[src/rtl/bar_update_arb.sv]
// bar_update_arb: round-robin write arbiter for eight bar registers with dirty tracking and rate-limited refresh handshake
module bar_update_arb #(
  parameter int NREQ = 3,
  parameter int HOLDOFF = 16,
  parameter logic [7:0] RST_VAL = 8'h00
) (
  input  logic                CLK,
  input  logic                RST,
  input  logic [NREQ-1:0]     REQ,
  input  logic [3*NREQ-1:0]   ADDR,
  input  logic [8*NREQ-1:0]   DATA,
  output logic [NREQ-1:0]     GNT,
  output logic [63:0]         BARS,
  output logic [7:0]          DIRTY,
  output logic                REF_REQ,
  input  logic                REF_ACK,
  output logic                BUSY
);
  localparam int PW = NREQ > 1 ? $clog2(NREQ) : 1;
  localparam int CW = HOLDOFF > 2 ? $clog2(HOLDOFF) : 1;
  localparam logic [CW-1:0] LOAD = HOLDOFF > 1 ? CW'(HOLDOFF - 1) : '0;
  typedef enum logic [1:0] {S_IDLE, S_REQ, S_HOLD} state_t;
  state_t state, state_n;
  logic [CW-1:0] cnt, cnt_n;
  logic [PW-1:0] ptr, hi, lo, win;
  logic hi_v, any, accept;
  logic [2:0] wa;
  logic [7:0] wd;
  // lowest requester at or above the pointer wins, else wrap to the lowest overall
  always_comb begin
    hi = '0;
    lo = '0;
    hi_v = 1'b0;
    for (int i = NREQ - 1; i >= 0; i--) begin
      if (REQ[i]) lo = PW'(i);
      if (REQ[i] && PW'(i) >= ptr) begin
        hi = PW'(i);
        hi_v = 1'b1;
      end
    end
    any = |REQ;
    win = hi_v ? hi : lo;
    wa = '0;
    wd = '0;
    for (int i = 0; i < NREQ; i++)
      if (win == PW'(i)) begin
        wa = ADDR[3*i +: 3];
        wd = DATA[8*i +: 8];
      end
  end
  always_comb begin
    state_n = state;
    cnt_n = cnt;
    accept = 1'b0;
    case (state)
      S_IDLE: state_n = |DIRTY ? S_REQ : S_IDLE;
      S_REQ:
        if (REF_ACK) begin
          accept = 1'b1;
          state_n = HOLDOFF > 1 ? S_HOLD : S_IDLE;
          cnt_n = LOAD;
        end
      S_HOLD: begin
        state_n = cnt != '0 ? S_HOLD : (|DIRTY ? S_REQ : S_IDLE);
        cnt_n = cnt != '0 ? cnt - 1'b1 : cnt;
      end
      default: state_n = S_IDLE;
    endcase
  end
  // a write granted on the accept cycle survives the dirty clear
  always_ff @(posedge CLK) begin
    if (RST) begin
      BARS <= {8{RST_VAL}};
      DIRTY <= '0;
      GNT <= '0;
      ptr <= '0;
      state <= S_IDLE;
      cnt <= '0;
    end else begin
      GNT <= any ? NREQ'(1) << win : '0;
      if (any) begin
        BARS[{wa, 3'b000} +: 8] <= wd;
        ptr <= win == PW'(NREQ - 1) ? '0 : win + 1'b1;
      end
      DIRTY <= (accept ? 8'h00 : DIRTY) | (any ? 8'(1) << wa : 8'h00);
      state <= state_n;
      cnt <= cnt_n;
    end
  end
  assign REF_REQ = state == S_REQ;
  assign BUSY = state == S_REQ;
endmodule

[config.mk]
export PLATFORM = sky130hd
export DESIGN_NAME = bar_update_arb
export DESIGN_NICKNAME = d
export VERILOG_FILES = /design/src/rtl/bar_update_arb.sv
export SDC_FILE = /design/constraint.sdc
export NUM_CORES = 1
export LEC_CHECK = 0
export CAP_MARGIN = 20
export CORE_MARGIN = 3
export CORE_UTILIZATION = 47
export DETAILED_ROUTE_END_ITERATION = 10
export PLACE_DENSITY = 0.8
export SYNTH_ARGS = -nofsm -noshare
export SYNTH_HDL_FRONTEND = slang
export SYNTH_SLANG_ARGS = --single-unit
[constraint.sdc]
create_clock -name CLK -period 4 [get_ports CLK]
set_clock_uncertainty 0.2 [all_clocks]
set_input_delay 0.4 -clock CLK [delete_from_list [all_inputs] [get_ports CLK]]
set_output_delay 0.4 -clock CLK [all_outputs]
set_load 0.005 [all_outputs]
* Word-level counts from Yosys, hierarchy flattened
Index checks and enable logic that the tools add are counted.
Storage, ports and cells: flip-flop bits (word level) 83, bits of input ports 39, output and inout bits 77, word-level logic and storage cells 64
Cells by class: $add $sub $neg 3, magnitude comparators 3, eq/ne operators 6, shift-type cells 4, muxes and demuxes 29, bitwise gates (word level) 2, reductions and logical operators 11
Operator list (count):
- $bwmux W64 | 1
- $shift A8 B8 Y64 const A | 1
- $shiftx A8 B8 Y64 | 1
- $mux W8 | 5
- $mux W2 | 10
- $mux W3 | 3
- $mux W4 | 2
- $neg A6 Y8 | 1
- $or A8 B8 Y8 | 1
- $pmux W4 S2 | 1
- $reduce_or A8 Y1 | 1
- $shl A1 B3 Y8 const A | 1
- $mux W1 | 6
- $pmux W2 S3 | 1
- $eq A2 B1 Y1 const B | 2
- $eq A2 B2 Y1 const B | 2
- $ge A1 B2 Y1 const A | 2
- $logic_not A2 Y1 | 2
- $ne A2 B2 Y1 const B | 2
- $reduce_bool A4 Y1 | 1
- $sub A4 B1 Y4 const B | 1
- $logic_and A1 B1 Y1 | 3
- $reduce_and A3 Y1 | 1
- $reduce_or A3 Y1 | 1
- 6 further kinds | 6

* Logic depth before layout (Yosys ltp)
Gate-level depths: netlist of the first run.
depth after elaboration 13, gate-level depth with buffers 11, gate-level depth less buffers 11

* Least setup slack after synthesis of the first run
Ideal clock, no wire load.
path kind register to register, start point register ptr[1], end point register BARS[32], setup time 0.127 ns, arrival time 2.875 ns, required time 3.673 ns, setup slack 0.798 ns, cell stages (with the launch flop) 12, buffers on the path 1, period minus slack after synthesis 3.202 ns, cell sequence dfxtp_1 -> nor2b_2 -> o31ai_4 -> a2111oi_4 -> nor2_1 -> inv_1 -> ha_1 -> ha_1 -> clkbuf_1 -> nor3_1 -> nand4_2 -> mux2i_1
On the way: cells in the longest elaborated chain, start to end 13, elaborated cells between the ends (all ways) 26, classes of those cells add/sub: 1; order compare: 3; eq/ne: 2; shift: 2; mux: 14; reduce/logical: 4
RTL lines:
- start, declared | line 25 | logic [PW-1:0] ptr, hi, lo, win;
- start signal, assigned | line 83 | ptr <= win == PW'(NREQ - 1) ? '0 : win + 1'b1;
- $ge A2 B2 Y1 | line 36 | if (REQ[i] && PW'(i) >= ptr) begin
- $logic_and A1 B1 Y1 | line 36
- $mux W1 / $mux W2 (equally long branches) (3 in series) | line 36
- $mux W2 * | line 42 | win = hi_v ? hi : lo;
- $logic_not A2 Y1 | line 46 | if (win == PW'(i)) begin
- $mux W3 (3 in series) | line 46
- $neg A6 Y8 | line 82 | BARS[{wa, 3'b000} +: 8] <= wd;
- $shiftx A8 B8 Y64 / $shift A8 B8 Y64 (equally long branches) | line 82
- $bwmux W64 * | line 82
- end signal, assigned | line 73 | BARS <= {8{RST_VAL}};
- end signal, assigned by index | line 82
- end, declared | line 13 | output logic [63:0] BARS,
Every way passes the cells marked *; elsewhere a longest branch is shown, timed or not. A chain may end at the register's enable or synchronous reset.

* Worst setup path after layout of the first run
start point input port REQ[1], end point register BARS[35]
On the way: cells in the longest elaborated chain, start to end 11, elaborated cells between the ends (all ways) 22, classes of those cells add/sub: 1; eq/ne: 2; shift: 2; mux: 14; reduce/logical: 3
RTL lines:
- start, declared | line 9 | input logic [NREQ-1:0] REQ,
- $logic_and A1 B1 Y1 | line 36
- $mux W2 / $mux W1 (equally long branches) (2 in series) | line 36
- $mux W2 | line 42
- $logic_not A2 Y1 | line 46
- $mux W3 (3 in series) | line 46
- $neg A6 Y8 | line 82
- $shiftx A8 B8 Y64 / $shift A8 B8 Y64 (equally long branches) | line 82
- $bwmux W64 | line 82
Several ways; a longest one is shown, not always the timed one.

==> results of run 1 <==
==> state kept, by name, summed over array words and instances, names as in the netlist <==
register / count
GNT: 3
DIRTY: 8
ptr: 2
cnt: 4
BARS: 64
state: 2
==> power groups by stage <==
stage / clock (mW) / sequential, mW / combinational (mW)
floorplan: 0 / 0.917 / 0.276
global placement: 0 / 0.920 / 0.458
detailed placement: 0 / 0.922 / 0.467
CTS: 0.573 / 0.902 / 0.470
global route: 0.611 / 0.909 / 0.513
finish: 0.558 / 0.902 / 0.470
==> through the flow <==
step | std cells | utilization (%)
after floorplan | 402 | -
after global placement | 613 | 65.8
after detailed placement | 613 | 65.8
after CTS | 629 | 68.2
after global routing | 629 | 68.2
final | 629 | 68.2
==> final timing paths <==
kind	slack [ps]	from	end	cells after the start
setup / recovery	470	REQ[1]	BARS[35]	12
hold / removal	270	BARS[20]	BARS[20]	2
setup reg to reg	540	ptr[1]	BARS[53]	10
hold reg to reg	270	BARS[20]	BARS[20]	2
==> worst reg2reg max path, delay by kind of cell, from the launching register on <==
kind	cells	cell delay (ps)
DFF	1	480
adders and majority gates	2	630
AOI/OAI and AO/OA	1	120
and+or+nand+nor	4	1560
buffers and inverters	2	140
muxes	1	200
==> kinds of logic (layout without fill, tap and decap cells) <==
kind of cell / Yosys count / in the layout / synth area share, %
and+or+nand+nor: 173 / 173 / 24.5
DFF: 83 / 83 / 42.5
buffers and inverters: 27 / 152 / 3.17
muxes: 69 / 69 / 17.7
xor gates and xnor gates: 2 / 2 / 0.448
AOI/OAI and AO/OA: 41 / 41 / 9.44
adders and majority gates: 7 / 7 / 2.24
==> cells in the mapped netlist (2+ instances only) <==
cell type / number / area [µm²]
nand3b_1: 2 / 15.0
xor2_1: 2 / 17.5
nor3_1: 10 / 50.1
o21ai_2: 2 / 17.5
nand2b_1: 67 / 419
clkbuf_1: 12 / 45.0
o2111ai_2: 2 / 30.0
nand2_1: 44 / 165
inv_1: 8 / 30.0
or2_2: 2 / 12.5
o31a_2: 2 / 20.0
a21oi_1: 6 / 30.0
o21ai_0: 7 / 35.0
nor2_1: 24 / 90.1
o31ai_4: 2 / 42.5
buf_6: 2 / 22.5
dfxtp_1: 83 / 1660
a211oi_1: 2 / 15.0
buf_2: 2 / 10.0
or2b_1: 7 / 52.6
mux2i_1: 69 / 691
a22oi_1: 5 / 37.5
a2bb2oi_1: 4 / 35.0
ha_1: 7 / 87.6
a32oi_1: 3 / 26.3
==> layout make-up <==
cell class              instances  area, µm²  area share [%]
repair buffers                127       1240            23.0
inverters                       9       35.0           0.652
well taps                     102        128            2.37
flip-flops and latches         83       1660            30.9
clock buffers                  10        138            2.56
multi-input cells             292       2130            39.6
clock inverters                 6       48.8           0.908
==> routing by layer <==
layer  track usage, %  up-vias  share of wire [%]
met5                0        -                  0
met4             5.51        0                1.3
met3             5.31       13                5.7
met2             33.9      103                 48
met1             27.1     1522                 45
li1                 -     1622                  -
==> run metrics, run 1 <==
status completed; Comb pwr share 24.3%; # rows 32; Pwr Total 1.93 mW; CTS Buf Count 9; Clock Power Share 28.9%; Period minus WS final 3530 ps; I/O Pins 116; post-detail-place hpwl 7160 µm; Hold WC Path Type register to register; CP max stage cell clkdlybuf4s50_1; final hold slack 275 ps; dominant synthesized flop cell dfxtp_1; Worst EP arrival 3550 ps; IR drop worst, VDD 181 µV; cell area after synthesis 0.00391 mm²; maximum clock rate 283 MHz; Post-Place Setup Slack 129 ps; Final period util 88.3%; clock latency on the worst-skew pair 340 ps; Final Worst Setup Slack 469 ps; nets@finish 568; commonest non-fill, non-tap cell in the layout clkdlybuf4s50_1; clock-pin slew on the worst setup and hold paths 80 ps; Tightest Pin Transition 924 ps; grt ovf 0; Mapped Avg Cell Area 9.72 µm²; design internal power 1.36 mW; area added between synthesis and finish 37.5%; Ys Warns 0; clock buffer depth 2; Psw 0.573 mW; CTS tree built; clock sinks 83; CP max stage delay 520 ps; Max Cap Violations 0; Syn Nets 448; Detailed Routing Iterations Pass 1 4; CP startpoint kind input pin; Setup TNS Final 0 ps; DR vias/cell 5.18; RSZ-0062 raised after global routing no; hold buffers post-CTS 0; Leakage 2.28 nW; register share of total power 46.7%; H-tree Lvls 3; crit-path max FO 8; vias in the first global route 3,262; Post-Syn Instances 402; Netlist cell types 51; Pins Over Slew Limit 0; initial antenna violation count 0; total wire length 9630 µm; sw frac 29.7%; GPL Wtd Cong 0.937; filler cell count in the final layout 635; Final Hold Violating Endpoints 0; chip width 97.2 µm; Worst Setup Path Type input pin to register; Total GRT Usage 20.7%; worst endpoint required time 4020 ps; Die Footprint 0.00945 mm²; final antenna-violating net count 0; Wirelength per Cell 15.3 µm; Yosys reg bits 83; Die Span Y 97.2 µm; vias post-DR 3,260; cell repeated most along the worst path ha_1; Slew headroom 38.4%; first-pass GRT wire length 16,000 µm; final design area excluding fillers 0.00538 mm²; final setup fails 0; post-cts resize count 0; async set-reset flop share out of synthesis 0%; core region area 0.00789 mm²; CTS Root Cell clkbuf_8; DRC Markers 0; postcts setup bufs 0; Crit. End Element register; crit path cell chain clkdlybuf4s50_1, nor3b_4, o31ai_4, a2111oi_4, nor2_1, inv_1, ha_1, ha_1, buf_4, nor3_1, nand4_2, mux2i_1; Antenna Cells 0; worst path bufs/invs 3; Initial Util 49.6%; IO buf count 115; EDFF count, synth 0; starting DRC count in detailed routing 186; family with the most delay on the worst path simple AND/OR/NAND/NOR gates; Placed Instance Area 0.00519 mm²; share of cells above drive strength 1 9.87%; commonest non-fill, non-tap cells in the layout 114 x clkdlybuf4s50_1, 83 x dfxtp_1, 69 x mux2i_1; register area share after synthesis 42.5%; pwr/cell area 359 mW/mm²; pin count of the biggest net entering global routing 62
No activity file was read; power rests on OpenSTA's default activity.
==> inputs of run 2 (changes only) <==
CORE_UTILIZATION = 35   (was 47)
PLACE_DENSITY = default   (was 0.8)
==> run 2 against run 1 <==
Net effect:
- die area grew 32%
- sequential power about the same
- critical path type unchanged
- register-to-register slack worse by 50 ps
==> run metrics, run 2 (synthesized netlist as in run 1, its figures left out) <==
status completed; Period minus WS final 3560 ps (+30.3 ps); area added between synthesis and finish 39.1%; total wire length 9950 µm (+3.3%); sw frac 30.0% (+0.35 points); Die Span Y 112 µm (+15%); met1 Use GR 21.4% (-5.7 points); CTS tree built; H-tree Lvls 3 (unchanged); worst endpoint required time 4020 ps (about the same); first-pass GRT wire length 16,200 µm (+0.86%); starting DRC count in detailed routing 154 (-17%); clock sinks 83 (unchanged); Pwr Total 1.94 mW (+0.52%); Pins Over Slew Limit 0 (unchanged); crit path cell chain clkdlybuf4s50_1, nor3b_4, o31ai_4, a2111oi_4, nor2_1, inv_1, ha_1, ha_1, inv_1, or4b_1, mux2i_1; final antenna-violating net count 0 (unchanged); commonest non-fill, non-tap cell in the layout clkdlybuf4s50_1; Clock Power Share 29.4% (+0.5 points); nets@finish 569 (+0.18%); Tightest Pin Transition 784 ps (-140 ps); maximum clock rate 281 MHz (-0.85%); met2 usage in global routing 25.2% (-8.7 points); Setup TNS Final 0 ps (unchanged); DRC Markers 0 (unchanged); GPL Wtd Cong 0.865 (-7.7%); Initial Util 36.9% (-13 points); clock buffer depth 2 (unchanged); vias in the first global route 3,140 (-3.7%); post-detail-place hpwl 7460 µm (+4.1%); Total GRT Usage 15.9% (-4.8 points); Slew headroom 47.2% (+8.8 points); Leakage 2.28 nW (about the same); RSZ-0062 raised after global routing no; GR Util met3 4.29% (-1.0 points); CP max stage cell or4b_1; Detailed Routing Iterations Pass 1 4 (unchanged); Comb pwr share 24.1% (-0.2 points); Worst Setup Path Type input pin to register; Wirelength per Cell 15.0 µm (-2.1%); vias post-DR 3,165 (-2.9%); I/O Pins 116 (unchanged); CTS Root Cell clkbuf_8; filler cell count in the final layout 1,001 (+58%); CTS Buf Count 9 (unchanged); DR vias/cell 4.77 (-8.0%); commonest non-fill, non-tap cells in the layout 114 x clkdlybuf4s50_1, 83 x dfxtp_1, 69 x mux2i_1; Hold WC Path Type input pin to register; Die Footprint 0.0125 mm² (+32%); Worst EP arrival 3580 ps (+30 ps); postcts setup bufs 0 (unchanged); # rows 37 (+16%); register share of total power 46.5% (-0.2 points); Final Hold Violating Endpoints 0 (unchanged); Final period util 89.0% (+0.76 points); IO buf count 115 (unchanged); IR drop worst, VDD 143 µV (-21%); CP startpoint kind input pin; core region area 0.0106 mm² (+34%); pwr/cell area 357 mW/mm² (-0.62%); final setup fails 0 (unchanged); max reg flops 64 (unchanged); Psw 0.583 mW (+1.7%); grt ovf 0 (unchanged); clock-pin slew on the worst setup and hold paths 90 ps (about the same); chip width 112 µm (+15%); Antenna Cells 0 (unchanged); share of cells above drive strength 1 10.0% (+0.17 points); design internal power 1.36 mW (about the same); clock latency on the worst-skew pair 350 ps (about the same); pin count of the biggest net entering global routing 76 (+23%); worst path bufs/invs 3 (unchanged); initial antenna violation count 0 (unchanged); crit-path max FO 8 (unchanged); top flop regs BARS x64, DIRTY x8, cnt x4; CP max stage delay 770 ps (+250 ps); post-cts resize count 0 (unchanged); Max Cap Violations 0 (unchanged); Crit. End Element register; hold buffers post-CTS 0 (unchanged); Top Usage Layer GRT met2; Top reg by flops BARS; family with the most delay on the worst path simple AND/OR/NAND/NOR gates
==> run 2: cell count changes in the layout (fill, tap and decap cells not counted) <==
cell        previous run  this run
clkinvlp_4             2         4
clkinv_2               2         1
clkinv_4               2         0
inv_6                  0         2
buf_12                 0         1
inv_8                  1         0
==> run 2: tightest hold or removal path: stages <==
cell	delay, ps
buf_2	200
nand2b_1	130
mux2i_1	60
==> run 2: final timing paths <==
check	startpoint	endpoint	slack [ps]	cells past startpoint
max	REQ[1]	BARS[51]	440	11
max reg2reg	ptr[1]	BARS[51]	490	10
min	RST	BARS[57]	270	3
min reg2reg	BARS[21]	BARS[21]	280	2
==> run 2: through the flow <==
stage / instance area (µm²) / utilization (%) / hold slack [ps] / setup WS, ps / instances
after global placement: 5230 / 49.4 / 262 / 159 / 647
final: 5440 / 51.3 / 273 / 439 / 664
after detailed placement: 5230 / 49.4 / 261 / 71.9 / 647
after global routing: 5440 / 51.3 / 290 / 225 / 664
after floorplan: 3910 / - / 265 / 798 / 402
after CTS: 5420 / 51.1 / 278 / 430 / 663
==> run 2: layout make-up <==
type	instances	area, µm²	area share, %
multi-input cells	292	2130	39.2
inverters	9	35.0	0.644
clock buffers	10	138	2.53
well taps	136	170	3.13
clock inverters	6	47.5	0.874
repair buffers	128	1260	23.1
flip-flops and latches	83	1660	30.6
==> run 2: metal layers <==
metal	up-vias	wire length (µm)
li1	1614	-
met1	1463	4620
met2	81	4650
met3	7	579
met4	0	94
met5	-	0
==> run 2: power groups by stage <==
stage                     clock [mW]  sequential (mW)  combinational [mW]
after floorplan                    0            0.917               0.276
after global placement             0            0.922               0.464
after detailed placement           0            0.923               0.471
after CTS                      0.581            0.904               0.472
after global routing           0.621            0.910               0.517
final                          0.570            0.903               0.468
